==> src/rtl/lock_pkg.sv <==
// Shared definitions for the door-lock indicator: state codes, sequencer
// encoding, counter widths and the per-state beep pattern lookup.
package lock_pkg;

    localparam logic [2:0] ST_OFF     = 3'b000;
    localparam logic [2:0] ST_ON      = 3'b001;
    localparam logic [2:0] ST_WRONG1  = 3'b010;
    localparam logic [2:0] ST_WRONG2  = 3'b011;
    localparam logic [2:0] ST_ANSWER  = 3'b100;
    localparam logic [2:0] ST_RESET   = 3'b101;
    localparam logic [2:0] ST_INVALID = 3'b110;
    localparam logic [2:0] ST_LOCK    = 3'b111;

    typedef enum logic [1:0] {
        SEQ_IDLE  = 2'd0,
        SEQ_BEEP  = 2'd1,
        SEQ_GAP   = 2'd2,
        SEQ_ALARM = 2'd3
    } seq_state_t;

    localparam int TICK_W = 16;
    localparam int DUR_W  = 8;
    localparam int SUB_W  = 8;
    localparam int SEC_W  = 6;

    function automatic logic [1:0] beep_count(input logic [2:0] code);
        case (code)
            ST_ON, ST_ANSWER:      return 2'd1;
            ST_WRONG1, ST_WRONG2:  return 2'd2;
            ST_RESET:              return 2'd3;
            default:               return 2'd0;
        endcase
    endfunction

endpackage

==> src/rtl/lock_indicator_tick_gen.sv <==
// Prescaler: counts 0..DIV-1 and emits a one-cycle tick on the last count.
// A synchronous clear restarts the count so timed intervals start cleanly.
module tick_gen #(
    parameter int DIV = 50000,
    parameter int W   = 16
) (
    input  logic clk,
    input  logic rst,
    input  logic clr,
    output logic tick
);
    localparam logic [W-1:0] LAST = W'(DIV - 1);

    logic [W-1:0] cnt_q;

    always_ff @(posedge clk or posedge rst) begin
        if (rst)
            cnt_q <= '0;
        else if (clr || cnt_q == LAST)
            cnt_q <= '0;
        else
            cnt_q <= cnt_q + 1'b1;
    end

    assign tick = (cnt_q == LAST) && !clr;
endmodule

==> src/rtl/lock_indicator.sv <==
// Door-lock indicator: decodes the state code into LEDs, plays beep patterns
// on state changes and runs the timed lockout countdown.
//
// state     | meaning
// SEQ_IDLE  | buzzer silent, waiting for a state change
// SEQ_BEEP  | buzzer on for the current beep duration
// SEQ_GAP   | buzzer off between beeps of a multi-beep pattern
// SEQ_ALARM | buzzer on continuously until lockout expiry or a state change
module lock_indicator
    import lock_pkg::*;
#(
    parameter int TICK_DIV      = 50000,
    parameter int SHORT_TICKS   = 10,
    parameter int LONG_TICKS    = 40,
    parameter int GAP_TICKS     = 10,
    parameter int TICKS_PER_SEC = 20,
    parameter int BLINK_TICKS   = 5,
    parameter int LOCK_SECS     = 30
) (
    input  logic             clk,
    input  logic             rst,
    input  logic [2:0]       state,
    output logic             led_on,
    output logic             led_open,
    output logic [1:0]       led_wrong,
    output logic             led_lock,
    output logic             buzzer,
    output logic [SEC_W-1:0] lock_remaining,
    output logic             lock_expired
);
    localparam logic [DUR_W-1:0] SHORT_D   = DUR_W'(SHORT_TICKS);
    localparam logic [DUR_W-1:0] LONG_D    = DUR_W'(LONG_TICKS);
    localparam logic [DUR_W-1:0] GAP_D     = DUR_W'(GAP_TICKS);
    localparam logic [SUB_W-1:0] SUB_LAST  = SUB_W'(TICKS_PER_SEC - 1);
    localparam logic [SUB_W-1:0] BLNK_LAST = SUB_W'(BLINK_TICKS - 1);
    localparam logic [SEC_W-1:0] SECS_LD   = SEC_W'(LOCK_SECS);

    logic [2:0]       state_q, prev_q;
    logic             evt, tick, expire_now;
    seq_state_t       seq_q, seq_nxt;
    logic [1:0]       beeps_q;
    logic [DUR_W-1:0] dur_q;
    logic             long_q;
    logic [SEC_W-1:0] secs_q;
    logic [SUB_W-1:0] sub_q, blink_cnt_q;
    logic             blink_q, expired_q;

    assign evt = (state_q != prev_q);

    tick_gen #(.DIV(TICK_DIV), .W(TICK_W)) u_tick (
        .clk  (clk),
        .rst  (rst),
        .clr  (evt),
        .tick (tick)
    );

    always_ff @(posedge clk or posedge rst) begin
        if (rst) begin
            state_q <= ST_OFF;
            prev_q  <= ST_OFF;
        end else begin
            state_q <= state;
            prev_q  <= state_q;
        end
    end

    assign expire_now = !evt && tick && secs_q == SEC_W'(1) && sub_q == SUB_LAST;

    always_ff @(posedge clk or posedge rst) begin
        if (rst) seq_q <= SEQ_IDLE;
        else     seq_q <= seq_nxt;
    end

    always_comb begin
        seq_nxt = seq_q;
        if (evt) begin
            if (state_q == ST_LOCK)
                seq_nxt = SEQ_ALARM;
            else if (beep_count(state_q) != 2'd0)
                seq_nxt = SEQ_BEEP;
            else
                seq_nxt = SEQ_IDLE;
        end else begin
            case (seq_q)
                SEQ_BEEP:  if (tick && dur_q <= DUR_W'(1))
                               seq_nxt = (beeps_q > 2'd1) ? SEQ_GAP : SEQ_IDLE;
                SEQ_GAP:   if (tick && dur_q <= DUR_W'(1))
                               seq_nxt = SEQ_BEEP;
                SEQ_ALARM: if (expire_now)
                               seq_nxt = SEQ_IDLE;
                default:   seq_nxt = SEQ_IDLE;
            endcase
        end
    end

    // Beep/gap duration counter; an event restarts the pattern from scratch.
    always_ff @(posedge clk or posedge rst) begin
        if (rst) begin
            beeps_q <= '0;
            dur_q   <= '0;
            long_q  <= 1'b0;
        end else if (evt) begin
            beeps_q <= beep_count(state_q);
            long_q  <= (state_q == ST_ANSWER);
            dur_q   <= (state_q == ST_ANSWER) ? LONG_D : SHORT_D;
        end else if (tick && seq_q == SEQ_BEEP) begin
            if (dur_q <= DUR_W'(1))
                dur_q <= GAP_D;
            else
                dur_q <= dur_q - 1'b1;
        end else if (tick && seq_q == SEQ_GAP) begin
            if (dur_q <= DUR_W'(1)) begin
                beeps_q <= beeps_q - 1'b1;
                dur_q   <= long_q ? LONG_D : SHORT_D;
            end else begin
                dur_q <= dur_q - 1'b1;
            end
        end
    end

    always_ff @(posedge clk or posedge rst) begin
        if (rst) begin
            secs_q      <= '0;
            sub_q       <= '0;
            blink_q     <= 1'b0;
            blink_cnt_q <= '0;
            expired_q   <= 1'b0;
        end else begin
            expired_q <= expire_now;
            if (evt) begin
                secs_q      <= (state_q == ST_LOCK) ? SECS_LD : '0;
                sub_q       <= '0;
                blink_q     <= (state_q == ST_LOCK);
                blink_cnt_q <= '0;
            end else if (tick && secs_q != '0) begin
                if (sub_q == SUB_LAST) begin
                    sub_q  <= '0;
                    secs_q <= secs_q - 1'b1;
                end else begin
                    sub_q <= sub_q + 1'b1;
                end
                if (blink_cnt_q >= BLNK_LAST) begin
                    blink_cnt_q <= '0;
                    blink_q     <= ~blink_q;
                end else begin
                    blink_cnt_q <= blink_cnt_q + 1'b1;
                end
            end
        end
    end

    // All user-facing outputs are registered copies of the internal state.
    always_ff @(posedge clk or posedge rst) begin
        if (rst) begin
            led_on         <= 1'b0;
            led_open       <= 1'b0;
            led_wrong      <= 2'b00;
            led_lock       <= 1'b0;
            buzzer         <= 1'b0;
            lock_remaining <= '0;
            lock_expired   <= 1'b0;
        end else begin
            led_on         <= (state_q != ST_OFF) && (state_q != ST_INVALID);
            led_open       <= (state_q == ST_ANSWER);
            led_wrong      <= (state_q == ST_WRONG1) ? 2'b01 :
                              (state_q == ST_WRONG2) ? 2'b11 : 2'b00;
            led_lock       <= blink_q && (secs_q != '0);
            buzzer         <= (seq_q == SEQ_BEEP) || (seq_q == SEQ_ALARM);
            lock_remaining <= secs_q;
            lock_expired   <= expired_q;
        end
    end
endmodule

==> config.mk <==
export PLATFORM = sky130hd
export DESIGN_NAME = lock_indicator
export DESIGN_NICKNAME = d
export VERILOG_FILES = /design/src/rtl/lock_pkg.sv /design/src/rtl/lock_indicator_tick_gen.sv /design/src/rtl/lock_indicator.sv
export SDC_FILE = /design/constraint.sdc
export NUM_CORES = 1
export LEC_CHECK = 0
export CAP_MARGIN = 20
export CORE_MARGIN = 1
export CORE_UTILIZATION = 54
export CTS_CLUSTER_SIZE = 28
export DETAILED_ROUTE_END_ITERATION = 8
export PLACE_DENSITY = 0.76
export SETUP_SLACK_MARGIN = 0.3
export SYNTH_ARGS = -nofsm -noshare
export SYNTH_HDL_FRONTEND = slang
export SYNTH_SLANG_ARGS = --single-unit
==> constraint.sdc <==
create_clock -name clk -period 2.3 [get_ports clk]
set_clock_uncertainty 0.05 [all_clocks]
set_input_delay 0.46 -clock clk [delete_from_list [all_inputs] [get_ports clk]]
set_output_delay 0.46 -clock clk [all_outputs]
set_load 0.01 [all_outputs]
==> flow_summary.rst, run 1 <==
.. list-table::
   :header-rows: 1

   * - Metric
     - Value
   * - Status
     - completed
   * - Count of nets left with antenna violations after detail routing
     - 0
   * - Ys flop type
     - sky130_fd_sc_hd__dfrtp_1
   * - Highest attainable clock frequency
     - roughly 0.44 GHz
   * - Clock input transition at the sequential cells of the worst setup and hold paths
     - roughly 80 ps
   * - Number of distinct library cells after synthesis
     - 57
   * - Area leader, netlist
     - sky130_fd_sc_hd__dfrtp_1
   * - Via count of the first global-routing pass
     - ~2600
   * - Placed cells
     - 445
   * - Final HPWL DP
     - between 4 and 5 mm
   * - Area taken by flip-flops and latches
     - 1800 µm²
   * - Data required time at the worst endpoint
     - 2500 ps
   * - Seq pwr share
     - 0.506
   * - Root Driver
     - sky130_fd_sc_hd__clkbuf_8
   * - Syn. warnings
     - 0
   * - Worst Hold Slack
     - between 300 and 400 ps
   * - Finish-stage setup viols
     - 0
   * - Worst-case clock buffer depth
     - 2
   * - Total internal power
     - 0.00196 W
   * - Worst slew slack as a fraction of its limit
     - 0.688
   * - Core Box Area
     - just over 6000 µm²
   * - Number of nets in the synthesized netlist
     - approximately 360
   * - Final Instance Area
     - 4420 µm²
   * - Proportion of power drawn by the clock network
     - 0.360
   * - Remaining global-route overflow
     - 0
   * - Max Cap Violations
     - 0
   * - Die outline height
     - between 80 and 90 µm
   * - Wire length of the first global-routing pass
     - between 10 and 15 mm
   * - Number of flops mapped to enable cells by yosys
     - 0
   * - Number of antenna diodes
     - 0
   * - Clk_lat worst skew
     - 360 ps
   * - Class of the most critical setup path
     - reg -> reg
   * - Register bit total from synthesis
     - between 70 and 80
   * - Sum of negative setup slack
     - 0 ps
   * - Asr flop ratio synth
     - 1.00
   * - Unrepaired setup endpoints after global routing
     - yes
   * - Net Sw Power
     - 0.000724 W
   * - Instance area at placement
     - approximately 3900 µm²
   * - Share of the synthesized area in the top cell type
     - 0.514
   * - Number of top-level pins
     - 18
   * - Avg Synthesized Cell Area
     - roughly 10 µm²
   * - TritonRoute pass-1 iters
     - 4
   * - Number of levels in the clock H-tree
     - 3
   * - Multi-input gate area in the final layout
     - around 1800 µm²
   * - Number of sinks handled by clock tree synthesis
     - 72
   * - Slew at the pin closest to its max-slew limit
     - roughly 470 ps
   * - Final-layout fill cell count
     - 443
   * - Number of pins with negative max-slew slack in the final report
     - 0
   * - Static leakage
     - 1.92 nW
   * - Hold Fails Final Rpt
     - 0
   * - P per Cell Area
     - around 610 nW/µm²
   * - Final critical-path share of the clock period
     - 0.978
   * - Count of non-filler cells in the finished layout
     - around 480
   * - Share of power burned in combinational logic
     - 0.133
   * - TritonCTS buffer count
     - 9
   * - Pin count of the biggest net entering global routing
     - 45
   * - Share of final-layout standard cells stronger than drive strength 1
     - 0.250
   * - Type of element capturing the critical path
     - register
   * - Time the worst path needs with I/O delays and setup
     - 2250 ps
   * - TritonCTS clock tree
     - done
   * - Total via count in the routed design
     - 2755
   * - Detailed-route wire length
     - 7.42 mm
   * - Switching portion of total power
     - 0.270
   * - Sequential-to-total area share from yosys stat
     - 0.514
   * - Placer's final routability congestion estimate
     - 0.874
   * - Total of buffers placed on input and output ports
     - 17
   * - Tightest Hold Check Type
     - reg -> reg
   * - Crit Path Max Fanout
     - 7
   * - Post-route total power
     - around 0.0027 W
   * - Area growth from synthesis to layout
     - 26.1%
   * - FP Rows
     - 28
   * - Die W
     - 82.6 µm
   * - Average via count per standard cell
     - roughly 5.8
   * - Data arrival, critical path
     - between 2000 and 2500 ps
   * - Synthesized area
     - approximately 3500 µm²
   * - Post-synthesis instance total
     - around 340
   * - Final net count
     - approximately 410
   * - Initial cell density of the core
     - 0.575
   * - First DRT Iteration DRCs
     - 153
   * - Peak supply drop
     - ~470 µV
   * - Leading post-synthesis cells by cell area
     - sky130_fd_sc_hd__dfrtp_1, sky130_fd_sc_hd__ha_1, sky130_fd_sc_hd__nor2_1
   * - Total track usage
     - 0.227
   * - Startpoint type of the worst setup path
     - register
   * - Number of antenna violations at the first check in global routing
     - 0
   * - Average detailed-routed wire length per instance
     - around 16 µm
   * - Area of the die
     - a little under 7000 µm²
   * - Total DRC errors in the routed layout
     - 0
## registers in the layout, indices dropped and copies added, names as in the netlist, 2 cells and up
register	flops
beeps_q	2
lock_remaining	6
sub_q	8
led_wrong	2
prev_q	3
seq_q	2
secs_q	6
u_tick.cnt_q	16
dur_q	8
state_q	3
blink_cnt_q	8
## final timing paths
| path | startpoint | to | slack (ps) | cells after the start |
|---|---|---|---|---|
| setup / recovery | u_tick.cnt_q[4] | seq_q[1] | 50 | 6 |
| hold / removal | expired_q | lock_expired | 300 | 0 |
| setup reg to reg | u_tick.cnt_q[4] | seq_q[1] | 50 | 6 |
| hold reg to reg | expired_q | lock_expired | 300 | 0 |
| max in group asynchronous | rst | dur_q[0] | 1200 | 3 |
| min in group asynchronous | rst | lock_remaining[2] | 420 | 2 |
## logic make-up (layout without fill, tap and decap cells)
| family | count (synthesis) | count (layout) | share of synthesized area |
|---|---|---|---|
| AOI/OAI and AO/OA | 50 | 50 | 0.0953 |
| DFF | 72 | 72 | 0.514 |
| adders and majority gates | 14 | 14 | 0.0500 |
| xor gates and xnor gates | 21 | 21 | 0.0525 |
| buffers and inverters | 24 | 82 | 0.0310 |
| muxes | 4 | 4 | 0.0121 |
| and+or+nand+nor | 157 | 157 | 0.245 |
## cells in the final DEF, fill, tap and decap left out, drive strengths merged, types with 8 or more instances in the layout
cell type / count
a21oi: 14
and3: 10
buf: 33
clkbuf: 11
clkdlybuf4s50: 17
dfrtp: 72
ha: 14
inv: 14
nand2: 25
nand3: 23
nand4: 8
nor2: 42
nor3: 17
o21ai: 11
xnor2: 11
xor2: 10
## timing repair
item | 4_1_cts | 5_1_grt
gates resized for setup | 7 | 40
hold buffers | 0 | 0
buffers inserted | 2 | 11
endpoints found under the setup margin | 27 | 33
cloned | 0 | 1
pin swaps | 0 | 19
endpoints found under the hold margin | 0 | 0
## through the flow
stage                      util  setup slack, ps
after CTS                 0.678             77.9
after global routing      0.725            -8.15
after floorplan               -              111
final                     0.725             50.9
after detailed placement  0.641             37.9
after global placement    0.641              118
## final cells by class
type	instances	share of cell area
clock buffer	10	0.0289
clock inverter	6	0.0136
inverter	15	0.0136
multi-input combinational	246	0.406
sequential	72	0.408
tap	75	0.0212
timing repair buffer	51	0.108
## metal layers
metal | vias up | global-route usage | share of wire
met3 | 15 | 0.0473 | 0.038
met4 | 0 | 0.110 | 0.022
met1 | 1357 | 0.284 | 0.44
met2 | 67 | 0.375 | 0.50
met5 | - | 0 | 0
li1 | 1316 | - | -
## synthesized netlist by cell type, drive strengths merged, types with 2 or more instances
master	n
xnor2	11
nand3b	2
buf	4
mux2	2
nand3	23
and2	4
mux2i	2
nand2b	3
or4	5
a211oi	4
nor2b	4
xor2	10
and3	10
nor3	17
ha	14
a21oi	14
dfrtp	72
clkbuf	5
o21ai	11
or4b	3
a31oi	2
nor4	2
inv	15
nand4	8
nand2	25
a21o	3
nor2	42
or2	2
or3	2
a41oi	2
o21a	3
o311a	2
o41ai	2
## power groups by stage
stage	clock (W)	combinational, W	sequential, W
2_1_floorplan	0	0.000194	0.00139
3_3_place_gp	0	0.000307	0.00138
3_5_place_dp	0	0.000316	0.00138
4_1_cts	0.000981	0.000323	0.00136
5_1_grt	0.00105	0.000397	0.00137
6_report	0.000968	0.000358	0.00136
## worst max-delay path, stage by stage, from the launching register on
cell and delay [ps]:
sky130_fd_sc_hd__dfrtp_1 380, sky130_fd_sc_hd__or4b_4 540, sky130_fd_sc_hd__nor4_4 300, sky130_fd_sc_hd__buf_12 180, sky130_fd_sc_hd__nand4_1 140, sky130_fd_sc_hd__a31o_1 260
sky130_fd_sc_hd__mux2_4 300
Note: power is estimated with default switching activity, not from simulation.
==> run 2, diff against run 1 <==
Settings changed: CORE_UTILIZATION 54 to 60, PLACE_DENSITY 0.76 to 0.8.
Clock period 2.3 ns to 2.35 ns, I/O delays scaled along.
==> flow_summary.rst, run 2 (synthesis gave the netlist of run 1 again) <==
.. list-table::
   :header-rows: 1

   * - Metric
     - Value
   * - Status
     - completed
   * - Finish-stage setup viols
     - 0 (unchanged)
   * - Time the worst path needs with I/O delays and setup
     - 2250 ps (+4.58 ps)
   * - Worst slew slack as a fraction of its limit
     - 0.673 (-0.0151)
   * - Instance area at placement
     - 3860 µm² (-1.1%)
   * - Total via count in the routed design
     - 2685 (-2.5%)
   * - Tightest Hold Check Type
     - reg -> reg
   * - FP Rows
     - 27 (-3.6%)
   * - Min-Delay Endpoint
     - lock_expired
   * - Count of nets left with antenna violations after detail routing
     - 0 (unchanged)
   * - Die outline height
     - 78.4 µm (-5.0%)
   * - Total track usage
     - 0.259 (+0.0314)
   * - Seq pwr share
     - 0.537 (+0.031)
   * - Static leakage
     - 1.82 nW (-5.1%)
   * - Root Driver
     - sky130_fd_sc_hd__clkbuf_8
   * - Total DRC errors in the routed layout
     - 0 (unchanged)
   * - Pin count of the biggest net entering global routing
     - 73 (+62%)
   * - Number of antenna diodes
     - 0 (unchanged)
   * - Peak supply drop
     - 454 µV (-3.0%)
   * - Reg2Reg Launch Point
     - u_tick.cnt_q[10]
   * - Flip-flop count of the largest register after layout
     - 16 (unchanged)
   * - Wire length of the first global-routing pass
     - 12.1 mm (+5.5%)
   * - Number of levels in the clock H-tree
     - 3 (unchanged)
   * - First element of the critical path
     - u_tick.cnt_q[10]
   * - First DRT Iteration DRCs
     - 211 (+38%)
   * - TritonRoute pass-1 iters
     - 4 (unchanged)
   * - Share of power burned in combinational logic
     - 0.127 (-0.006)
   * - Final critical-path share of the clock period
     - 0.959 (-0.0189)
   * - Final HPWL DP
     - 4.59 mm (+1.3%)
   * - Core Box Area
     - 5570 µm² (-8.6%)
   * - Detailed-route wire length
     - 7.04 mm (-5.1%)
   * - Highest attainable clock frequency
     - 0.444 GHz (-0.20%)
   * - Switching portion of total power
     - 0.268 (-0.00114)
   * - Placer's final routability congestion estimate
     - 0.918 (+5.0%)
   * - P per Cell Area
     - 601 nW/µm² (-1.1%)
   * - Final Instance Area
     - 4150 µm² (-6.1%)
   * - Max Cap Violations
     - 0 (unchanged)
   * - Worst reg2reg endpoint
     - seq_q[1]
   * - Startpoint type of the worst setup path
     - register
   * - Initial cell density of the core
     - 0.629 (+0.0538)
   * - Data arrival, critical path
     - 2440 ps (about the same)
   * - Crit Path Max Fanout
     - 12 (+5)
   * - Net Sw Power
     - 0.000670 W (-7.5%)
   * - Average via count per standard cell
     - 5.85 (+0.86%)
   * - Type of element capturing the critical path
     - register
   * - Clk_lat worst skew
     - 350 ps (about the same)
   * - Count of non-filler cells in the finished layout
     - 459 (-3.4%)
   * - Number of cells on the worst hold path
     - 0 (unchanged)
   * - Via count of the first global-routing pass
     - 2601 (+0.42%)
   * - Average detailed-routed wire length per instance
     - 15.3 µm (-1.7%)
   * - TritonCTS buffer count
     - 9 (unchanged)
   * - Final-layout fill cell count
     - 383 (-14%)
   * - Unrepaired setup endpoints after global routing
     - yes
   * - Area growth from synthesis to layout
     - 18.3%
   * - Final net count
     - 401 (-3.1%)
   * - Class of the most critical setup path
     - reg -> reg
   * - Proportion of power drawn by the clock network
     - 0.337 (-0.023)
   * - Number of top-level pins
     - 18 (unchanged)
   * - Slew at the pin closest to its max-slew limit
     - 486 ps (+19.2 ps)
   * - Number of sinks handled by clock tree synthesis
     - 72 (unchanged)
   * - Area of the die
     - 6150 µm² (-9.8%)
   * - Share of final-layout standard cells stronger than drive strength 1
     - 0.165 (-0.0846)
   * - Die W
     - 78.4 µm (-5.0%)
   * - Sum of negative setup slack
     - 0 ps (unchanged)
   * - TritonCTS clock tree
     - done
   * - Reg with most FFs
     - u_tick.cnt_q
   * - Startpoint of the lowest-slack hold path
     - expired_q
   * - Total of buffers placed on input and output ports
     - 17 (unchanged)
   * - Total internal power
     - 0.00182 W (-7.0%)
   * - Number of antenna violations at the first check in global routing
     - 0 (unchanged)
   * - Hold Fails Final Rpt
     - 0 (unchanged)
   * - Clock input transition at the sequential cells of the worst setup and hold paths
     - 70 ps (about the same)
   * - R2r setup slk
     - 100 ps (+50 ps)
   * - Top library cells by usage in the layout, fill and taps aside
     - sky130_fd_sc_hd__dfrtp_1, sky130_fd_sc_hd__nor2_1, sky130_fd_sc_hd__nand2_1
   * - Worst r2r path cells
     - 6 (unchanged)
   * - Most common cell after layout, fill and taps aside
     - sky130_fd_sc_hd__dfrtp_1
   * - Data required time at the worst endpoint
     - 2540 ps (+40 ps)
   * - Worst-case clock buffer depth
     - 2 (unchanged)
   * - Number of pins with negative max-slew slack in the final report
     - 0 (unchanged)
   * - Remaining global-route overflow
     - 0 (unchanged)
   * - Placed cells
     - 437 (-1.8%)
run 2: cell count changes in the layout (fill, tap and decap cells not counted), moves of 4 or more:
cell,delta
sky130_fd_sc_hd__nand3_2,-7
sky130_fd_sc_hd__a21oi_1,+5
sky130_fd_sc_hd__a21oi_2,-4
sky130_fd_sc_hd__nand3_1,+6
sky130_fd_sc_hd__buf_4,-10
run 2: area by class of cell:
cell class                      count  area [µm²]  share of cell area
Sequential cell                    72        1800               0.434
Multi-Input combinational cell    246        1670               0.404
Timing Repair Buffer               38         357              0.0860
Clock buffer                       12         145              0.0350
Tap cell                           72        90.1              0.0217
Inverter                           15        60.1              0.0145
Clock inverter                      4        20.0             0.00483
run 2: timing repair:
action | CTS | global route
gates resized for setup | 5 | 12
endpoints found under the setup margin | 25 | 47
pin swaps | 0 | 5
hold buffers | 0 | 0
buffers inserted | 2 | 4
run 2: power by group through the flow:
| stage | Clock (W) | Combinational (W) | Sequential, W |
|---|---|---|---|
| final | 0.000840 | 0.000316 | 0.00134 |
| after detailed placement | 0 | 0.000296 | 0.00136 |
| after global placement | 0 | 0.000288 | 0.00136 |
| after global routing | 0.000911 | 0.000350 | 0.00134 |
| after floorplan | 0 | 0.000190 | 0.00136 |
| after CTS | 0.000857 | 0.000300 | 0.00134 |
run 2: worst max-delay path by stage:
| stage | to | slack [ps] | cells past startpoint |
|---|---|---|---|
| after floorplan | secs_q[5] | 160 | 6 |
| after global placement | dur_q[6] | 140 | 6 |
| after detailed placement | seq_q[1] | 100 | 6 |
| after CTS | dur_q[6] | 110 | 6 |
| after global routing | seq_q[1] | 20 | 6 |
| final | seq_q[1] | 100 | 6 |
run 2: per-layer routing:
layer,part of all wire,global-route usage,routed length (µm)
met5,0,0,0
met4,0.018,0.106,130
met3,0.038,0.0663,268
met2,0.48,0.402,3370
met1,0.46,0.347,3270
run 2: worst max-delay path, cell delays in order, from the launching register on:
cell and delay (ps):
sky130_fd_sc_hd__dfrtp_1 420, sky130_fd_sc_hd__or4b_4 540, sky130_fd_sc_hd__nor4_4 270, sky130_fd_sc_hd__buf_12 180
sky130_fd_sc_hd__nand4_1 120, sky130_fd_sc_hd__a31o_1 250, sky130_fd_sc_hd__mux2_4 300
run 2: per-stage QoR:
stage	setup WS [ps]	power (W)	util	hold WS (ps)
2_1_floorplan	161	0.00155	-	281
3_3_place_gp	140	0.00164	0.693	282
3_5_place_dp	105	0.00166	0.693	295
4_1_cts	112	0.00249	0.729	311
5_1_grt	17.2	0.00260	0.744	318
6_report	96.3	0.00249	0.744	304
